<file path="src/rtl/fifo_reg_pkg.sv">
// fifo_reg_pkg: shared FIFO defaults (word width, depth, pointer width)
package fifo_reg_pkg;
  localparam int FIFO_WIDTH = 16;
  localparam int FIFO_DEPTH = 4;
  localparam int FIFO_PTR_W = $clog2(FIFO_DEPTH);
endpackage

</file>
<file path="src/rtl/dff.sv">
// dff: single-bit flop, sync active-high reset to 0; ports clk, rst, d -> q
module dff (
  input  logic clk,
  input  logic rst,
  input  logic d,
  output logic q
);
  always_ff @(posedge clk)
    q <= rst ? 1'b0 : d;
endmodule

</file>
<file path="src/rtl/fifo_ctl.sv">
// fifo_ctl: FIFO pointers/count in dff flops, flag and error decode, write one-hot; ports clk, rst, push, pop -> rd_ptr, wr_ptr, count, empty, full, err, we
module fifo_ctl
  import fifo_reg_pkg::*;
#(
  parameter int DEPTH = FIFO_DEPTH,
  parameter int PTR_W = FIFO_PTR_W
) (
  input  logic             clk,
  input  logic             rst,
  input  logic             push,
  input  logic             pop,
  output logic [PTR_W-1:0] rd_ptr,
  output logic [PTR_W-1:0] wr_ptr,
  output logic [PTR_W:0]   count,
  output logic             empty,
  output logic             full,
  output logic             err,
  output logic [DEPTH-1:0] we
);
  localparam int CW = PTR_W + 1;
  localparam int SW = 2 * PTR_W + CW;
  logic             push_ok, pop_ok;
  logic [PTR_W-1:0] rd_n, wr_n;
  logic [CW-1:0]    count_n;
  logic [SW-1:0]    st_d, st_q;
  assign empty   = count == '0;
  assign full    = count == CW'(DEPTH);
  assign push_ok = push && (!full || pop);
  assign pop_ok  = pop && !empty;
  assign err     = (push && full && !pop) || (pop && empty);
  assign rd_n    = rd_ptr + PTR_W'(pop_ok);
  assign wr_n    = wr_ptr + PTR_W'(push_ok);
  assign count_n = count + CW'(push_ok) - CW'(pop_ok);
  assign st_d    = {count_n, wr_n, rd_n};
  assign {count, wr_ptr, rd_ptr} = st_q;
  for (genvar i = 0; i < SW; i++) begin : g_st
    dff u_dff (.clk(clk), .rst(rst), .d(st_d[i]), .q(st_q[i]));
  end
  for (genvar i = 0; i < DEPTH; i++) begin : g_we
    assign we[i] = push_ok && wr_ptr == PTR_W'(i);
  end
endmodule

</file>
<file path="src/rtl/fifo_reg.sv">
// fifo_reg: first-word fall-through FIFO on dff storage; ports clk, rst, data_in, push, pop -> data_out, empty, full, count, err
module fifo_reg
  import fifo_reg_pkg::*;
#(
  parameter int WIDTH = FIFO_WIDTH,
  parameter int DEPTH = FIFO_DEPTH,
  parameter int PTR_W = FIFO_PTR_W
) (
  input  logic             clk,
  input  logic             rst,
  input  logic [WIDTH-1:0] data_in,
  input  logic             push,
  input  logic             pop,
  output logic [WIDTH-1:0] data_out,
  output logic             empty,
  output logic             full,
  output logic [PTR_W:0]   count,
  output logic             err
);
  logic [PTR_W-1:0] rd_ptr, wr_ptr;
  logic [DEPTH-1:0] we;
  logic [WIDTH-1:0] row_d [DEPTH];
  logic [WIDTH-1:0] row_q [DEPTH];
  fifo_ctl #(.DEPTH(DEPTH), .PTR_W(PTR_W)) u_ctl (
    .clk(clk), .rst(rst), .push(push), .pop(pop),
    .rd_ptr(rd_ptr), .wr_ptr(wr_ptr), .count(count),
    .empty(empty), .full(full), .err(err), .we(we)
  );
  for (genvar r = 0; r < DEPTH; r++) begin : g_row
    assign row_d[r] = we[r] ? data_in : row_q[r];
    for (genvar b = 0; b < WIDTH; b++) begin : g_bit
      dff u_dff (.clk(clk), .rst(rst), .d(row_d[r][b]), .q(row_q[r][b]));
    end
  end
  assign data_out = empty ? '0 : row_q[rd_ptr];
endmodule

</file>
<file path="config.mk">
export PLATFORM = sky130hd
export DESIGN_NAME = fifo_reg
export DESIGN_NICKNAME = d
export VERILOG_FILES = /design/src/rtl/fifo_reg_pkg.sv /design/src/rtl/dff.sv /design/src/rtl/fifo_ctl.sv /design/src/rtl/fifo_reg.sv
export SDC_FILE = /design/constraint.sdc
export NUM_CORES = 1
export LEC_CHECK = 0
export ABC_AREA = 1
export CAP_MARGIN = 15
export CORE_ASPECT_RATIO = 0.75
export CORE_MARGIN = 2
export CORE_UTILIZATION = 63
export CTS_BUF_LIST = sky130_fd_sc_hd__clkbuf_8
export DETAILED_ROUTE_END_ITERATION = 6
export PLACE_DENSITY_LB_ADDON = 0.1
export SYNTH_ARGS = -nofsm -noshare
export SYNTH_HDL_FRONTEND = slang
export SYNTH_SLANG_ARGS = --single-unit
</file>
<file path="constraint.sdc">
create_clock -name clk -period 3.5 [get_ports clk]
set_clock_uncertainty 0.1 [all_clocks]
set_input_delay 0.7 -clock clk [delete_from_list [all_inputs] [get_ports clk]]
set_output_delay 0.7 -clock clk [all_outputs]
set_load 0.1 [all_outputs]
</file>
# --- After elaboration in Yosys (flattened, before gate mapping) ---
# Index checks and enable logic that the tools add are counted.
totals:
  regBits: 71
  in_bits: 20
  out_inout_bits: 22
  wordCells: 101
classes:
  add_sub_neg: 4
  n_lt_le_gt_ge: 1
  n_eq_ne: 4
  muxes: 4
  bitwise: 1
  n_reduce_logical: 16
ops:
  columns: ["cell", "count"]
  rows:
  - ["$mux 16", 3]
  - ["$bmux 16 s2", 1]
  - ["$logic_and 1x1->1", 9]
  - ["$add 2x1->2", 2]
  - ["$eq 2x2->1 const B", 2]
  - ["$add 3x1->3", 1]
  - ["$eq 3x3->1 const B", 1]
  - ["$ge 3x3->1 const B", 1]
  - ["$logic_not 1->1", 3]
  - ["$logic_not 3->1", 1]
  - ["$not 2->3", 1]
  - ["$sub 3x1->3", 1]
  - ["$eq 2x1->1 const B", 1]
  - ["$logic_not 2->1", 1]
  - ["$logic_or 1x1->1", 2]

# --- Logic depth before layout (Yosys ltp) ---
# Gate-level depths: netlist of the first run.
depth:
  word_depth: 6
  depth_mapped: 13
  mapped_depth_nobuf: 12

# --- Hierarchy ---
# A second synthesis of the first run with hierarchy kept.
hier_totals:
  cells_unflattened: 585
  area_unflattened_um2: 4015.1
by_module_without_submodules:
  columns: ["mod", "n_inst", "cells_per_inst", "area_each_um2", "seq_area_each_um2"]
  rows:
  - ["dff", 71, 3, 30.0, 20.0]
  - ["fifo_reg", 1, 330, 1614.0, 0.0]
  - ["fifo_ctl", 1, 42, 269.0, 0.0]

# --- Worst setup path before layout of the first run ---
# No wires, ideal clock.
synth_timing:
  path_type: "reg2out"
  startpoint: "register u_ctl.g_st[6].u_dff.q"
  endpoint: "output err"
  t_arrival_ns: 3.819
  required_time_ns: 2.700
  setup_slack_ns: -1.119
  path_stages_with_launch: 5
  n_path_buf: 0
  path_cell_list: "dfxtp_1 inv_1 nor3_1 nand3_1 o21ai_0"
synth_between:
  elab_chain_len: 4
  elab_cells_between_ends: 6
  classes_between: "eq/ne: 1; reduce/logical: 5"
synth_rtl:
  columns: ["element", "line", "source"]
  rows:
  - ["start: declaration", "dff.sv:6", "output logic q"]
  - ["start signal: assignment", "dff.sv:9", "q <= rst ? 1'b0 : d;"]
  - ["$eq 3x3->1", "fifo_ctl.sv:27", "assign full = count == CW'(DEPTH);"]
  - ["via full", "fifo_reg.sv:16", "output logic full,"]
  - ["$logic_and 1x1->1 (2 in series)", "fifo_ctl.sv:30", "assign err = (push && full && !pop) || (pop && empty);"]
  - ["$logic_or 1x1->1", "fifo_ctl.sv:30", null]
  - ["end: declaration", "fifo_reg.sv:18", "output logic err"]
# The timed path passes the listed nets, and every way through them passes these cells.

# --- Worst setup path in the final report of the first run ---
layout_timing:
  startpoint: "register u_ctl.g_st[0].u_dff.q"
  endpoint: "output data_out[6]"
layout_between:
  elab_chain_len: 5
layout_rtl:
  columns: ["element", "line", "source"]
  rows:
  - ["start: declaration", "dff.sv:6", null]
  - ["start signal: assignment", "dff.sv:9", null]
  - ["$not 2->3 (not written as such)", "fifo_reg.sv:35", "assign data_out = empty ? '0 : row_q[rd_ptr];"]
  - ["$bmux 16 s2", "fifo_reg.sv:35", null]
  - ["$mux 16 (not written as such) (2 in series)", "fifo_reg.sv:35", null]
  - ["$mux 16", "fifo_reg.sv:35", null]
  - ["end: declaration", "fifo_reg.sv:14", "output logic [WIDTH-1:0] data_out,"]
# No other way between the ends. The select of a mux whose other input is x is not followed.

==> results.py, run 1 <==
metrics = {
    "clock_network": {
        "root_buffer": "clkbuf_8",
        "ctsResizeCount": 0,
        "cts_max_path_buffers": 2,
        "clk_pin_slew_worst_paths_ps": 70,
        "numCtsBuffers": 9,
        "cts_tree": "yes",
        "clock_latency_ps": 340,
        "post_cts_buffers": 0,
        "clock_sinks": 71,
        "htreeDepth": 3,
        "ctsHoldBuffers": 0,
    },
    "grt": {
        "grt_pass1_vias": 3638,
        "grt_max_degree": 69,
        "antenna_found_initial": 0,
        "grt_pass1_wl_mm": 16.4,
        "gr-usage-all-layers": 0.307,
        "grt-ovfl-total": 0,
    },
    "worst_setup_path": {
        "cp.arrival_ps": 2190,
        "slowest_delay_ps": 340,
        "cp_data_required_time_ps": 2700,
        "critical_path_class": "register to primary output",
        "critPathMaxFanout": 35,
        "cp_common_cell": "a21oi_1",
        "critPathLaunchType": "register",
        "critPathCaptureType": "primary output",
        "crit_slowest_cell": "buf_4",
        "path_cells": "buf_4 -> inv_2 -> a21oi_1 -> o21ai_1 -> a21oi_1 -> buf_12",
    },
    "yosys": {
        "synth_nets": 669,
        "synth.distinct_cells": 23,
        "yosys_warnings": 0,
        "synth.avg_cell_area_um2": 6.23,
        "synth-simple-area-share": 0.323,
        "syn_inst": 646,
        "synth_largest_area_cell": "dfxtp_1",
        "syn_area_mm2": 0.00402,
        "synthXorXnorAreaFrac": 0.00435,
        "synth.area.top_cells": "dfxtp_1, nand2_1, inv_1",
        "synth_top_area_share": 0.353,
        "synth_seq_cells": 71,
        "synth_seq_area_share": 0.353,
        "synth_top_family_by_area": "simple AND/OR/NAND/NOR gates",
        "synthAdderAreaFrac": 0.0112,
        "muxShareOfSynthArea": 0,
        "synth-compound-area-share": 0.107,
    },
    "detailed_routing": {
        "wire_per_inst_um": 13.6,
        "route.detailed.drc": 0,
        "drt-vias-per-instance": 5.29,
        "num_vias": 3941,
        "drtIter0Drc": 312,
        "dr.pass1.iters": 5,
        "antenna_left": 0,
        "routed_wl_mm": 10.1,
    },
    "timing": {
        "fmax_mhz": 335,
        "period_needed_ps": 2990,
        "finalSetupTns_ps": 0,
        "setup_viol": 0,
        "slew_headroom": 0.509,
        "fin_crit_sh": 0.854,
        "drv_slew": 0,
        "worstMarginPinSlew_ps": 737,
        "rsz0062_at_grt": "no",
        "hold_viol": 0,
    },
    "die": {
        "dieWidth_um": 96.3,
        "core_mm2": 0.00622,
        "initial_core_util": 0.646,
        "die-area_mm2": 0.00705,
        "io_pins": 42,
        "rows": 25,
        "die_y_um": 73.2,
    },
    "power_and_ir_drop": {
        "seqPwrFrac": 0.250,
        "clkPwrFrac": 0.163,
        "combPwrFrac": 0.587,
        "irDropWorstVdd_uv": 743,
        "p_per_area_mw_per_mm2": 834,
        "netSwitchingPower_mw": 2.02,
        "leakage_nw": 2.25,
        "swShare": 0.515,
        "internal_power_mw": 1.90,
    },
    "placed_design": {
        "io_buffers": 41,
        "dpl.hpwl_mm": 6.20,
        "place.gp.congestion": 0.806,
    },
    "layout": {
        "nNetsFinal": 682,
        "insertedDiodeCount": 0,
        "drive_gt1_frac": 0.116,
        "fin_util": 0.755,
        "areaGrowthSynthToFinish_pct": 16.8,
    },
    "run": {
        "cap_viol_max_count": 0,
    },
    "min_path": {
        "holdCritPathClass": "register to register",
    },
    "status": {
        "status": "finished clean",
    },
}
-- sequential cells by signal, summed over array words and instances, names as in the netlist --
register and flops:
g_row.g_bit.u_dff.q 64, u_ctl.g_st.u_dff.q 7
-- cell families (layout without fill, tap and decap cells) --
group | count (synthesis) | in the layout
adder cells (fa/ha/maj) | 3 | 3
buffers and inverters | 203 | 221
AO/OA/AOI/OAI | 86 | 86
AND/OR/NAND/NOR | 281 | 281
XOR/XNOR | 2 | 2
flip-flops | 71 | 71
-- synthesized netlist by cell type --
cell type	n
o21ai_0	23
nand3_1	2
o21ai_1	12
nand4_1	65
nand3_4	3
buf_1	11
nor2_2	1
a21oi_1	51
fa_1	1
nand3_2	2
buf_4	5
clkbuf_1	12
nor2_1	69
nor3_1	1
xnor2_1	2
inv_2	24
buf_2	16
ha_1	2
inv_1	134
dfxtp_1	71
nand2_1	135
buf_6	1
nor2_4	3
-- worst max-delay path: cells and delay by family, from the launching register on --
family,cells,cell delay [ps]
AO/OA/AOI/OAI,3,620
buffers and inverters,3,890
flip-flops,1,330
-- power by group through the flow --
stage | registers [mW] | clock network (mW) | logic (mW)
3_5_place_dp | 0.997 | 0 | 2.28
2_1_floorplan | 0.978 | 0 | 1.66
5_1_grt | 0.992 | 0.682 | 2.43
6_report | 0.981 | 0.639 | 2.30
3_3_place_gp | 0.993 | 0 | 2.25
4_1_cts | 0.979 | 0.650 | 2.29
-- cell usage in the layout (no fill, tap or decap), drive strengths merged --
cell type and count:
xnor2 2, o21ai 35, inv 160, dfxtp 71, bufinv 1, buf 29, nand2 135, clkdlybuf4s50 18
nor2 73, nand3 7, a21oi 51, clkinv 3, nor3 1, clkbuf 10, nand4 65, ha 2
fa 1
-- final timing paths --
check / startpoint / end / slack (ps) / cells past startpoint
worst max-delay path: u_ctl.g_st[0].u_dff.q / data_out[6] / 510 / 6
worst min-delay path: g_row[3].g_bit[0].u_dff.q / g_row[3].g_bit[0].u_dff.q / 410 / 4
worst max register to register: u_ctl.g_st[5].u_dff.q / u_ctl.g_st[6].u_dff.q / 1400 / 12
worst min register to register: g_row[3].g_bit[0].u_dff.q / g_row[3].g_bit[0].u_dff.q / 410 / 4
-- layout make-up --
cell class / instances / area [um^2]
clock buffer: 10 / 138
sequential: 71 / 1420
multi-input combinational: 372 / 1800
fill: 498 / 1530
clock inverter: 6 / 52.6
tap: 81 / 101
timing repair buffer: 47 / 596
inverter: 158 / 593
-- through the flow --
stage / setup slack [ps] / total power, mW / hold WS, ps / cells / cell area (um^2)
floorplan: -316 / 2.63 / 383 / 646 / 4030
global placement: 736 / 3.25 / 390 / 729 / 4510
detailed placement: 634 / 3.28 / 393 / 729 / 4510
CTS: 531 / 3.92 / 407 / 745 / 4700
global route: 378 / 4.11 / 433 / 745 / 4700
finish: 511 / 3.92 / 407 / 745 / 4700
-- routing by layer --
| metal | global-route usage | share of wire |
|---|---|---|
| met3 | 0.0775 | 0.080 |
| met2 | 0.505 | 0.47 |
| met4 | 0.132 | 0.023 |
| met1 | 0.381 | 0.43 |
| met5 | 0 | 0 |
Power figures use the tool's default switching activity.
==> run 2, diff against run 1 <==
CAP_MARGIN = 20   (was 15)
GPL_TIMING_DRIVEN = 0   (was not set)
==> run 2 against run 1 <==
Effect of this change:
- die area stayed put
- sequential power is 0.4% lower
- combinational power is 9.1% lower
- hold slack better by 3.7 ps
- sequential share of layout area is 0.081 points higher
- global-route usage is 4.7 points higher
- non-clock buffer count is 38 higher
- power is 4.6% lower
- first-iteration DRC count is 52% higher
- critical path depth stayed put
- fmax is 12% lower
- design area is 0.27% lower
- largest cell class unchanged
- highest routed layer unchanged
==> results.py, run 2 (same netlist as run 1, synthesis figures left out) <==
metrics = {
    "clock_network": {
        "clk_pin_slew_worst_paths_ps": 80,
        "clock_sinks": 71,
        "cts_max_path_buffers": 2,
        "numCtsBuffers": 9,
        "clock_latency_ps": 350,
        "htreeDepth": 3,
        "root_buffer": "clkbuf_8",
        "post_cts_buffers": 0,
        "cts_tree": "yes",
    },
    "placed_design": {
        "io_buffers": 40,
        "placed_cells": 767,
        "dpl.hpwl_mm": 8.25,
        "place.gp.congestion": 0.928,
    },
    "layout": {
        "final_cell_mix": "nand2_1, inv_1, dfxtp_1",
        "fillers": 509,
        "regArea_mm2": 0.00142,
        "largest-register": "g_row.g_bit.u_dff.q",
        "largest_reg_flops": 64,
        "multi_input_area_mm2": 0.00180,
        "insertedDiodeCount": 0,
        "nNetsFinal": 720,
        "drive_gt1_frac": 0.108,
        "largestRegisters": "g_row.g_bit.u_dff.q (64), u_ctl.g_st.u_dff.q (7)",
        "final_common_cell": "nand2_1",
        "final_cells": 782,
        "areaGrowthSynthToFinish_pct": 16.5,
    },
    "grt": {
        "grt_max_degree": 12,
        "antenna_found_initial": 0,
        "grt_pass1_wl_mm": 18.6,
        "grt_pass1_vias": 4030,
        "grt-ovfl-total": 0,
        "gr-usage-all-layers": 0.354,
    },
    "die": {
        "core_mm2": 0.00622,
        "die_y_um": 73.2,
        "dieWidth_um": 96.3,
        "rows": 25,
        "io_pins": 42,
        "die-area_mm2": 0.00705,
        "initial_core_util": 0.646,
    },
    "worst_setup_path": {
        "cp_data_required_time_ps": 2700,
        "cp.arrival_ps": 2610,
        "startpoint": "u_ctl.g_st[0].u_dff.q",
        "critical_path_class": "register to primary output",
        "rr_endpoint": "u_ctl.g_st[6].u_dff.q",
        "rr_worst_depth": 13,
        "crit_end": "data_out[14]",
        "r2r_slack_ps": 1260,
        "critPathMaxFanout": 10,
        "critPathLaunchType": "register",
        "critPathCaptureType": "primary output",
        "rr_startpoint": "u_ctl.g_st[5].u_dff.q",
    },
    "detailed_routing": {
        "drtIter0Drc": 473,
        "num_vias": 4326,
        "drt-vias-per-instance": 5.53,
        "antenna_left": 0,
        "routed_wl_mm": 11.6,
        "wire_per_inst_um": 14.8,
        "route.detailed.drc": 0,
        "dr.pass1.iters": 5,
    },
    "status": {
        "status": "finished clean",
    },
    "timing": {
        "slew_headroom": 0.355,
        "fmax_mhz": 293,
        "hold_ws_ps": 411,
        "setup_viol": 0,
        "hold_viol": 0,
        "rsz0062_at_grt": "no",
        "fin_crit_sh": 0.975,
        "worstMarginPinSlew_ps": 965,
        "drv_slew": 0,
        "period_needed_ps": 3410,
    },
    "power_and_ir_drop": {
        "leakage_nw": 2.29,
        "irDropWorstVdd_uv": 808,
        "p_per_area_mw_per_mm2": 798,
        "p_total_mw": 3.74,
    },
    "run": {
        "cap_viol_max_count": 0,
    },
    "min_path": {
        "holdCritPathClass": "register to register",
    },
}
[run 2: cell count changes in the layout (fill, tap and decap cells not counted), sizes merged]
cell           previous run  this run
inv                     160       158
clkdlybuf4s50            18        22
clkdlybuf4s15             0         2
dlygate4sd2               0        11
clkbuf                   10        28
buf                      29        33
[run 2: worst min-delay path by stage]
stage | start | to | slack [ps] | depth (start not counted)
floorplan | g_row[3].g_bit[13].u_dff.q | g_row[3].g_bit[13].u_dff.q | 380 | 4
global placement | g_row[0].g_bit[10].u_dff.q | g_row[0].g_bit[10].u_dff.q | 390 | 4
detailed placement | g_row[0].g_bit[7].u_dff.q | g_row[0].g_bit[7].u_dff.q | 390 | 4
CTS | g_row[0].g_bit[7].u_dff.q | g_row[0].g_bit[7].u_dff.q | 410 | 4
global route | g_row[0].g_bit[1].u_dff.q | g_row[0].g_bit[1].u_dff.q | 440 | 4
finish | g_row[3].g_bit[2].u_dff.q | g_row[3].g_bit[2].u_dff.q | 410 | 4
[run 2: critical path, cell delays in order, from the launching register on]
cell           delay [ps]
dfxtp_1               290
buf_2                 180
inv_2                 120
clkbuf_1              460
o21ai_0               150
a21oi_1               180
dlygate4sd2_1         880
[run 2: routing by layer]
metal  up-vias  GRT usage  routed length, um
met5         -          0                  0
met4         0      0.183                463
met3        47     0.0971               1050
met2       225      0.557               5380
met1      1979      0.445               4650
li1       2075          -                  -
[run 2: area by class of cell]
class | count | share of cell area
clock buffer | 11 | 0.0323
timing repair buffer | 40 | 0.0771
tap | 81 | 0.0216
inverter | 158 | 0.127
sequential | 71 | 0.303
clock inverter | 4 | 0.00961
multi-input combinational | 372 | 0.384
buffer | 45 | 0.0459
[run 2: stage by stage]
stage / util / cell area, um^2 / setup slack (ps) / TNS, ps
after global placement: 0.728 / 4530 / 8.38 / 0
final: 0.753 / 4690 / 86.2 / 0
after detailed placement: 0.728 / 4530 / -24.8 / -24.8
after CTS: 0.756 / 4700 / 69.2 / 0
after floorplan: - / 4030 / -316 / -3030
after global routing: 0.753 / 4690 / 0.868 / 0
[run 2: where the power goes]
group | switching, mW | internal, mW | total, mW
combinational | 1.65 | 0.441 | 2.09
sequential | 0.0651 | 0.911 | 0.977
clock | 0.310 | 0.361 | 0.671
total | 2.03 | 1.71 | 3.74
[run 2: what timing repair did]
item | CTS | global route
gates resized for setup | 18 | 12
hold buffers | 0 | 0
pin swaps | 0 | 0
gates cloned | 0 | 0
endpoints found under the setup margin | 18 | 7
==> run 3, diff against run 2 <==
CORE_MARGIN = not set   (was 2)
==> run 3 against run 2 <==
Effect of this change:
- via count grew 3.4%
- critical path type unchanged
- clock power up 11%
- clock-buffer cell count fell by 1
- register-to-register slack lost 30 ps
- design area rose by 0.67%
- global-route usage is 2.2 points higher
- critical path depth up 1
- highest routed layer unchanged
==> results.py, run 3 (same netlist as run 1, synthesis figures left out) <==
metrics = {
    "clock_network": {
        "clock_latency_ps": 350,
        "cts_max_path_buffers": 2,
        "cts_tree": "yes",
        "ctsHoldBuffers": 0,
        "post_cts_buffers": 0,
        "numCtsBuffers": 9,
        "ctsResizeCount": 18,
        "htreeDepth": 3,
        "root_buffer": "clkbuf_8",
        "clk_pin_slew_worst_paths_ps": 80,
        "clock_sinks": 71,
    },
    "layout": {
        "fin_area_mm2": 0.00472,
        "final_cell_mix": "nand2_1, inv_1, dfxtp_1",
        "fillers": 469,
        "fin_util": 0.790,
        "largest-register": "g_row.g_bit.u_dff.q",
        "largestRegisters": "g_row.g_bit.u_dff.q (64), u_ctl.g_st.u_dff.q (7)",
        "nNetsFinal": 720,
        "largest_reg_flops": 64,
        "drive_gt1_frac": 0.107,
        "insertedDiodeCount": 0,
        "areaGrowthSynthToFinish_pct": 17.3,
    },
    "die": {
        "dieWidth_um": 94.3,
        "io_pins": 42,
        "die_y_um": 71.2,
        "die-area_mm2": 0.00671,
        "rows": 24,
        "initial_core_util": 0.673,
        "core_mm2": 0.00598,
    },
    "power_and_ir_drop": {
        "seqPwrFrac": 0.254,
        "p_per_area_mw_per_mm2": 817,
        "irDropWorstVdd_uv": 727,
        "combPwrFrac": 0.553,
        "swShare": 0.539,
        "leakage_nw": 2.29,
        "clkPwrFrac": 0.193,
        "netSwitchingPower_mw": 2.08,
        "internal_power_mw": 1.78,
    },
    "grt": {
        "grt-ovfl-total": 0,
        "grt_pass1_wl_mm": 19.2,
        "gr-usage-all-layers": 0.376,
        "antenna_found_initial": 0,
        "grt_max_degree": 13,
        "grt_pass1_vias": 4068,
    },
    "min_path": {
        "worstHoldPathCells": 4,
        "hold_start": "g_row[0].g_bit[12].u_dff.q",
        "holdCritPathClass": "register to register",
        "holdPathEnd": "g_row[0].g_bit[12].u_dff.q",
    },
    "placed_design": {
        "dpl.hpwl_mm": 8.25,
        "dpl_worst_slack_ps": -44.5,
        "place.gp.congestion": 0.913,
        "placed_area_mm2": 0.00453,
        "io_buffers": 40,
    },
    "worst_setup_path": {
        "critPathMaxFanout": 10,
        "rr_endpoint": "u_ctl.g_st[6].u_dff.q",
        "critical_path_class": "register to primary output",
        "critPathLaunchType": "register",
        "rr_startpoint": "u_ctl.g_st[5].u_dff.q",
        "cp.arrival_ps": 2630,
        "cp_data_required_time_ps": 2700,
        "r2r_slack_ps": 1230,
        "rr_worst_depth": 13,
        "critPathCaptureType": "primary output",
    },
    "timing": {
        "fmax_mhz": 291,
        "rsz0062_at_grt": "no",
        "setup_viol": 0,
        "finalSetupTns_ps": 0,
        "slew_headroom": 0.350,
        "fin_crit_sh": 0.980,
        "worstMarginPinSlew_ps": 972,
        "hold_viol": 0,
        "drv_slew": 0,
        "worst_slack_ps": 69.0,
        "period_needed_ps": 3430,
        "hold_ws_ps": 412,
    },
    "detailed_routing": {
        "drtIter0Drc": 511,
        "antenna_left": 0,
        "wire_per_inst_um": 15.4,
        "dr.pass1.iters": 5,
        "drt-vias-per-instance": 5.74,
        "routed_wl_mm": 12.0,
        "num_vias": 4475,
        "route.detailed.drc": 0,
    },
    "run": {
        "cap_viol_max_count": 0,
    },
    "status": {
        "status": "finished clean",
    },
}
-- run 3: cell types whose count changed in the layout (fill, tap and decap cells not counted), sizes merged --
cell / change
clkinvlp: +1
inv: +1
clkdlybuf4s15: +4
dlygate4sd2: -3
clkbuf: -2
clkinv: -1
bufinv: +1
-- run 3: how the worst max path moves through the flow --
stage                          startpoint            to  slack [ps]  cells past startpoint
finish              u_ctl.g_st[0].u_dff.q   data_out[8]          70                      7
global route        u_ctl.g_st[5].u_dff.q  data_out[11]           2                      6
CTS                 u_ctl.g_st[5].u_dff.q  data_out[15]          70                      6
detailed placement                   push           err         -40                      6
global placement                     push           err           6                      6
floorplan           u_ctl.g_st[5].u_dff.q  data_out[10]        -320                      5
-- run 3: routing by layer --
metal  GRT usage  up-vias  routed length (um)
met5           0        -                   0
met4       0.221        0                 618
met3      0.0892       65                1360
met2       0.587      317                5310
met1       0.473     2013                4750
li1            -     2080                   -
-- run 3: power groups by stage --
stage / clock, mW / sequential (mW) / combinational, mW
after CTS: 0.736 / 0.976 / 2.10
after floorplan: 0 / 0.978 / 1.66
after global routing: 0.778 / 0.988 / 2.23
final: 0.745 / 0.977 / 2.13
after detailed placement: 0 / 0.993 / 2.16
after global placement: 0 / 0.987 / 2.12
-- run 3: layout make-up --
type                    instances  area, um^2  share of cell area
multi-input cells             372        1800               0.381
flip-flops and latches         71        1420               0.301
inverters                     158         593               0.126
repair buffers                 40         370              0.0785
plain buffers                  45         215              0.0456
clock buffers                  10         138              0.0292
well taps                      78        97.6              0.0207
clock inverters                 6        85.1              0.0180
-- run 3: through the flow --
stage	total power, mW	std cells
after floorplan	2.63	646
after global placement	3.11	764
after detailed placement	3.15	764
after CTS	3.81	780
after global routing	4.00	780
final	3.85	780
-- run 3: worst max-delay path: stages, from the launching register on --
cell and delay, ps:
dfxtp_1 300, buf_2 200, inv_2 100, clkbuf_1 270, a21oi_1 240, o21ai_1 90
a21oi_1 220, clkdlybuf4s15_1 860
